===== src/rtl/ttt_pkg.sv =====
// Shared constants for the 3x3 game: mark/winner codes, winning-line masks and FSM encoding.
// Also provides a helper that extracts the cells holding a given mark.
package ttt_pkg;

   localparam logic [1:0] MARK_EMPTY = 2'b00;
   localparam logic [1:0] MARK_X     = 2'b01;
   localparam logic [1:0] MARK_O     = 2'b10;

   localparam logic [1:0] WIN_NONE   = 2'b00;
   localparam logic [1:0] WIN_DRAW   = 2'b11;

   // Index 0..2 rows, 3..5 columns, 6..7 diagonals; bit i = cell i.
   localparam logic [7:0][8:0] WIN_LINES = {
      9'h054, 9'h111, 9'h124, 9'h092, 9'h049, 9'h1C0, 9'h038, 9'h007
   };

   localparam logic [1:0] ST_IDLE   = 2'd0;
   localparam logic [1:0] ST_COMMIT = 2'd1;
   localparam logic [1:0] ST_EVAL   = 2'd2;
   localparam logic [1:0] ST_OVER   = 2'd3;

   function automatic logic [8:0] cells_of(input logic [17:0] b, input logic [1:0] m);
      logic [8:0] r;
      r = '0;
      for (int i = 0; i < 9; i++) begin
         r[i] = (b[2*i +: 2] == m);
      end
      return r;
   endfunction

endpackage


===== src/rtl/match_ctrl_btn_debounce.sv =====
// Button conditioner: two-flop synchroniser plus a tick-gated stability counter.
// Emits a one-clk press pulse when the accepted level falls from released to pressed.
module btn_debounce #(
   parameter int DEBOUNCE_CNT = 4
) (
   input  logic clk,
   input  logic rst,
   input  logic tick,
   input  logic button,
   output logic press
);

   localparam int CW = $clog2(DEBOUNCE_CNT + 1);

   logic          sync_a;
   logic          sync_b;
   logic          stable;
   logic [CW-1:0] cnt;

   always_ff @(posedge clk or negedge rst) begin
      if (!rst) begin
         sync_a <= 1'b1;
         sync_b <= 1'b1;
         stable <= 1'b1;
         cnt    <= '0;
         press  <= 1'b0;
      end else begin
         sync_a <= button;
         sync_b <= sync_a;
         press  <= 1'b0;
         if (tick) begin
            if (sync_b == stable) begin
               cnt <= '0;
            end else if (cnt == CW'(DEBOUNCE_CNT - 1)) begin
               // The new level has now held for DEBOUNCE_CNT consecutive ticks.
               stable <= sync_b;
               cnt    <= '0;
               press  <= ~sync_b;
            end else begin
               cnt <= cnt + 1'b1;
            end
         end
      end
   end

endmodule


===== src/rtl/match_ctrl.sv =====
// Game sequencer: validates a debounced move, commits it to the board, checks for a
// win or draw and passes the turn. Holds the authoritative board state.
module match_ctrl
   import ttt_pkg::*;
#(
   parameter int DEBOUNCE_CNT = 4
) (
   input  logic        clk,
   input  logic        rst,
   input  logic        tick,
   input  logic        button,
   input  logic [8:0]  select,
   output logic [17:0] board,
   output logic [1:0]  turn,
   output logic [8:0]  change,
   output logic [1:0]  winner,
   output logic [8:0]  win_line,
   output logic        game_over,
   output logic [3:0]  move_count,
   output logic        reject
);

   logic       press;
   logic [1:0] state;
   logic [8:0] sel_q;
   logic [8:0] occupied;
   logic       legal;
   logic [8:0] hit;

   btn_debounce #(.DEBOUNCE_CNT(DEBOUNCE_CNT)) u_debounce (
      .clk    (clk),
      .rst    (rst),
      .tick   (tick),
      .button (button),
      .press  (press)
   );

   always_comb begin
      occupied = ~cells_of(board, MARK_EMPTY);
      legal    = $onehot(select) && ((select & occupied) == 9'd0);
   end

   // OR of every line completely owned by the player who just moved.
   always_comb begin
      logic [8:0] mine;
      mine = cells_of(board, turn);
      hit  = '0;
      for (int k = 0; k < 8; k++) begin
         if ((mine & WIN_LINES[k]) == WIN_LINES[k]) begin
            hit = hit | WIN_LINES[k];
         end
      end
   end

   always_ff @(posedge clk or negedge rst) begin
      if (!rst) begin
         state      <= ST_IDLE;
         sel_q      <= '0;
         board      <= '0;
         turn       <= MARK_X;
         change     <= '0;
         winner     <= WIN_NONE;
         win_line   <= '0;
         game_over  <= 1'b0;
         move_count <= '0;
         reject     <= 1'b0;
      end else begin
         change <= '0;
         reject <= 1'b0;
         case (state)
            ST_IDLE: begin
               if (press) begin
                  sel_q <= select;
                  if (legal) begin
                     state <= ST_COMMIT;
                  end else begin
                     reject <= 1'b1;
                  end
               end
            end
            ST_COMMIT: begin
               for (int i = 0; i < 9; i++) begin
                  if (sel_q[i]) begin
                     board[2*i +: 2] <= turn;
                  end
               end
               change <= sel_q;
               if (move_count != 4'd9) begin
                  move_count <= move_count + 4'd1;
               end
               state <= ST_EVAL;
            end
            ST_EVAL: begin
               if (hit != 9'd0) begin
                  winner    <= turn;
                  win_line  <= hit;
                  game_over <= 1'b1;
                  state     <= ST_OVER;
               end else if (move_count == 4'd9) begin
                  winner    <= WIN_DRAW;
                  win_line  <= '0;
                  game_over <= 1'b1;
                  state     <= ST_OVER;
               end else begin
                  turn  <= (turn == MARK_X) ? MARK_O : MARK_X;
                  state <= ST_IDLE;
               end
            end
            default: begin
               if (press) begin
                  if (select == 9'd0) begin
                     state      <= ST_IDLE;
                     sel_q      <= '0;
                     board      <= '0;
                     turn       <= MARK_X;
                     winner     <= WIN_NONE;
                     win_line   <= '0;
                     game_over  <= 1'b0;
                     move_count <= '0;
                  end else begin
                     reject <= 1'b1;
                  end
               end
            end
         endcase
      end
   end

endmodule


===== config.mk =====
export PLATFORM = sky130hd
export DESIGN_NAME = match_ctrl
export DESIGN_NICKNAME = d
export VERILOG_FILES = /design/src/rtl/ttt_pkg.sv /design/src/rtl/match_ctrl_btn_debounce.sv /design/src/rtl/match_ctrl.sv
export SDC_FILE = /design/constraint.sdc
export NUM_CORES = 1
export LEC_CHECK = 0
export BUFFER_PORTS_ARGS = -buffer_cell sky130_fd_sc_hd__buf_4
export CORE_ASPECT_RATIO = 0.9
export CORE_MARGIN = 4
export CORE_UTILIZATION = 40
export DETAILED_ROUTE_END_ITERATION = 12
export SLEW_MARGIN = 30
export SYNTH_ARGS = -nofsm -noshare
export SYNTH_HDL_FRONTEND = slang
export SYNTH_SLANG_ARGS = --single-unit

===== constraint.sdc =====
create_clock -name clk -period 2.6 [get_ports clk]
set_clock_uncertainty 0.15 [all_clocks]
set_input_delay 0.39 -clock clk [delete_from_list [all_inputs] [get_ports clk]]
set_output_delay 0.39 -clock clk [all_outputs]
set_load 0.1 [all_outputs]

==> qor.yml <==
num_io_pins: 59
detail_route.wl_per_cell_um: 16.6
max_cap_viol_count: 0
cts_inserted_buffers: 9
max-clock-path-buffers: 2
dp.cells: 504
setup_viol_count_final: 3
worst-endpoint-required_ns: 2.67
synth_top_flop_cell: "dfrtp_1"
critical-path-max-stage-delay_ns: 0.55
setup.reg_to_reg.worst_slack_ns: 0.10
worst_hold_slack_ns: -0.0138
timing.setup.critical_path_class: "input port to register"
place_hpwl_mm: 6.43
syn_area_mm2: 0.00354
hp-class: "input port to asynchronous set/reset pin"
r2r.worst_path.cells: 6
ctsHtreeMaxLevel: 3
power.total_w: 0.00237
worst_r2r_startpoint: "turn[0]"
crit-reg2reg-capture: "state[1]"
vias: 2722
cts.reportedPaths.clkPinSlew_ns: 0.07
area_growth_syn_to_layout_pct: 28.2
placed_area_mm2: 0.00428
cp.arrival_ns: 3.80
grt_overflow: 0
finish.instance_area_mm2: 0.00453
global_route.usage.total: 0.176
dieArea_mm2: 0.0104
rows: 32
max_slew.worst_pin.slew_ns: 0.822
drt_iter0_markers: 143
timing.critical_path.fanout_max: 2
ys_seq_elements: 64
antenna_cell_count: 0
timing.final.crit_period_ns: 3.73
worstSetupStartpointType: "input port"
post_synth_inst_count: 319
synth_most_common_cell: "dfrtp_1"
drtPass1Iterations: 4
violations: "negative hold slack, negative setup slack"
setup_repair_after_global_routing_missed_its_margin: "true"
critical_path.slowest_cell: "fa_1"
numPortBuffers: 58
timing.final.max_slew_violations: 0
post_route_cells_drive_above_1_share: 0.404
cts_root_buffer: "clkbuf_8"
num-fill-cells: 788
fraction_of_the_cycle_the_final_worst_path_needs: 1.43
synth-edff-count: 0
synth.distinct_cells: 51
worstSkewPairLatency_ns: 0.34
drt-vias-per-instance: 5.21
grt_antenna_before_repair: 0
report.final.hold_viol_count: 5
worst_slack_ns: -1.13
synth.top_cells.by_area: "dfrtp_1 42%, mux2_2 5.7%, a22o_1 3.7%"
fin_util: 0.527
detail-route-antenna-nets: 0
ir_drop_uv: 257
finalNonFillerCells: 522
grt_pass1_vias: 2777
maxSlewHeadroom: 0.452
grt_first_pass_wirelength_mm: 14.6
place.gp.congestion: 0.764
fin_nets: 426
die_x_um: 107
syn_avg_cell_area_um2: 11.1
critical_path.most_common_cell: "fa_1"
design.core.area_mm2: 0.00861
tritoncts_num_sinks: 64
clock.fmax_ghz: 0.268
sequential_fraction_of_the_synthesis_area: 0.454
detail_route.drc_violations: 0
power-per-cell-area_mw_per_mm2: 523
synth_top_cell_area_share: 0.424
syn-num-nets: 347
drt-total-wl_mm: 8.66
clock_tree_from_tritoncts: "built"
start_util: 0.411
post-synth-top-area-cell: "dfrtp_1"
die_h_um: 97.2
crit_chain: "buf_8, inv_4, fa_1, fa_1, fa_1, fa_2, fa_2, nand3b_1, nor4_4, a21oi_2, nor2_2, mux2_4"
async_set_reset_flop_share_out_of_synthesis: 1.00
warnings_synthesis: 0
run_status: "finished, violations left"
power.leakage_nw: 2.14
synth_top_cells_by_count: "60 x dfrtp_1, 24 x inv_1, 18 x mux2_2"
grt_start_max_net_pins: 65
critPathCaptureType: "register"
## critical path, delay by kind of cell
family	cells	cell delay (ns)
adders and majority gates	5	2.35
and+or+nand+nor	3	0.55
muxes	1	0.31
buffers and inverters	2	0.11
AOI/OAI and AO/OA	1	0.09
## layout make-up
| class | count | area (µm²) | area share |
|---|---|---|---|
| clock inverters | 3 | 40.0 | 0.00883 |
| inverters | 24 | 108 | 0.0237 |
| repair buffers | 81 | 638 | 0.141 |
| multi-input cells | 218 | 1810 | 0.400 |
| flip-flops and latches | 64 | 1630 | 0.359 |
| clock buffers | 13 | 159 | 0.0350 |
| well taps | 119 | 149 | 0.0328 |
## routing by layer
metal	up-vias	wire length, µm	share of wire	track usage
met3	6	327	0.038	0.0412
met4	0	68	0.0078	0.0423
met1	1356	4200	0.48	0.257
met2	56	4070	0.47	0.263
met5	-	0	0	0
li1	1304	-	-	-
## through the flow
stage,worst slack (ns),TNS (ns),hold slack (ns)
final,-1.13,-3.14,-0.0138
after detailed placement,-1.60,-4.34,0.197
after CTS,-1.21,-3.28,0.0178
after global routing,-1.21,-3.37,0.0541
after floorplan,-1.24,-3.29,-0.0556
after global placement,-1.54,-4.16,0.196
## cells in the final DEF, fill, tap and decap left out, drive strengths merged, types with 13 or more instances in the layout
cell,Yosys,layout
and3,14,14
a22o,15,15
nor3,16,16
buf,6,80
nor2,17,17
a21oi,13,13
and2,17,17
inv,24,24
clkbuf,7,13
mux2,23,23
o21ai,18,18
dfrtp,60,60
## kinds of logic after synthesis
logic type               share of synthesized area
AO/OA/AOI/OAI                                0.156
XOR/XNOR                                    0.0262
adder cells (fa/ha/maj)                     0.0637
buffers and inverters                       0.0463
flip-flops                                   0.454
multiplexers                                0.0980
AND/OR/NAND/NOR                              0.156
## worst max-delay path by stage
stage               from  cells past startpoint       end  slack (ns)
6_report       select[3]                     12  state[0]       -1.13
5_1_grt        select[3]                     12  state[1]       -1.21
4_1_cts        select[3]                     12  state[0]       -1.21
3_5_place_dp   select[0]                     12  state[0]       -1.60
3_3_place_gp   select[0]                     12  state[0]       -1.54
2_1_floorplan  select[0]                     11  state[0]       -1.24
## flip-flops by register name (all words and copies together) (netlist names), 2 cells and up
register / flops
state: 2
winner: 2
move_count: 4
change: 9
turn: 2
win_line: 9
sel_q: 9
board: 18
u_debounce.cnt: 3
## power by group
part,switching (W),leakage [nW],internal (W)
Clock,0.000381,0.103,0.000493
Sequential,0.0000552,0.810,0.00107
Combinational,0.000189,1.22,0.000178
## repair_timing
| action | CTS | global route |
|---|---|---|
| hold buffers | 1 | 0 |
| endpoints found under the hold margin | 1 | 0 |
| buffers inserted | 0 | 1 |
| setup endpoints to repair | 3 | 3 |
| resized for setup | 8 | 4 |
| pin swaps | 7 | 5 |
Power figures use the tool's default switching activity.
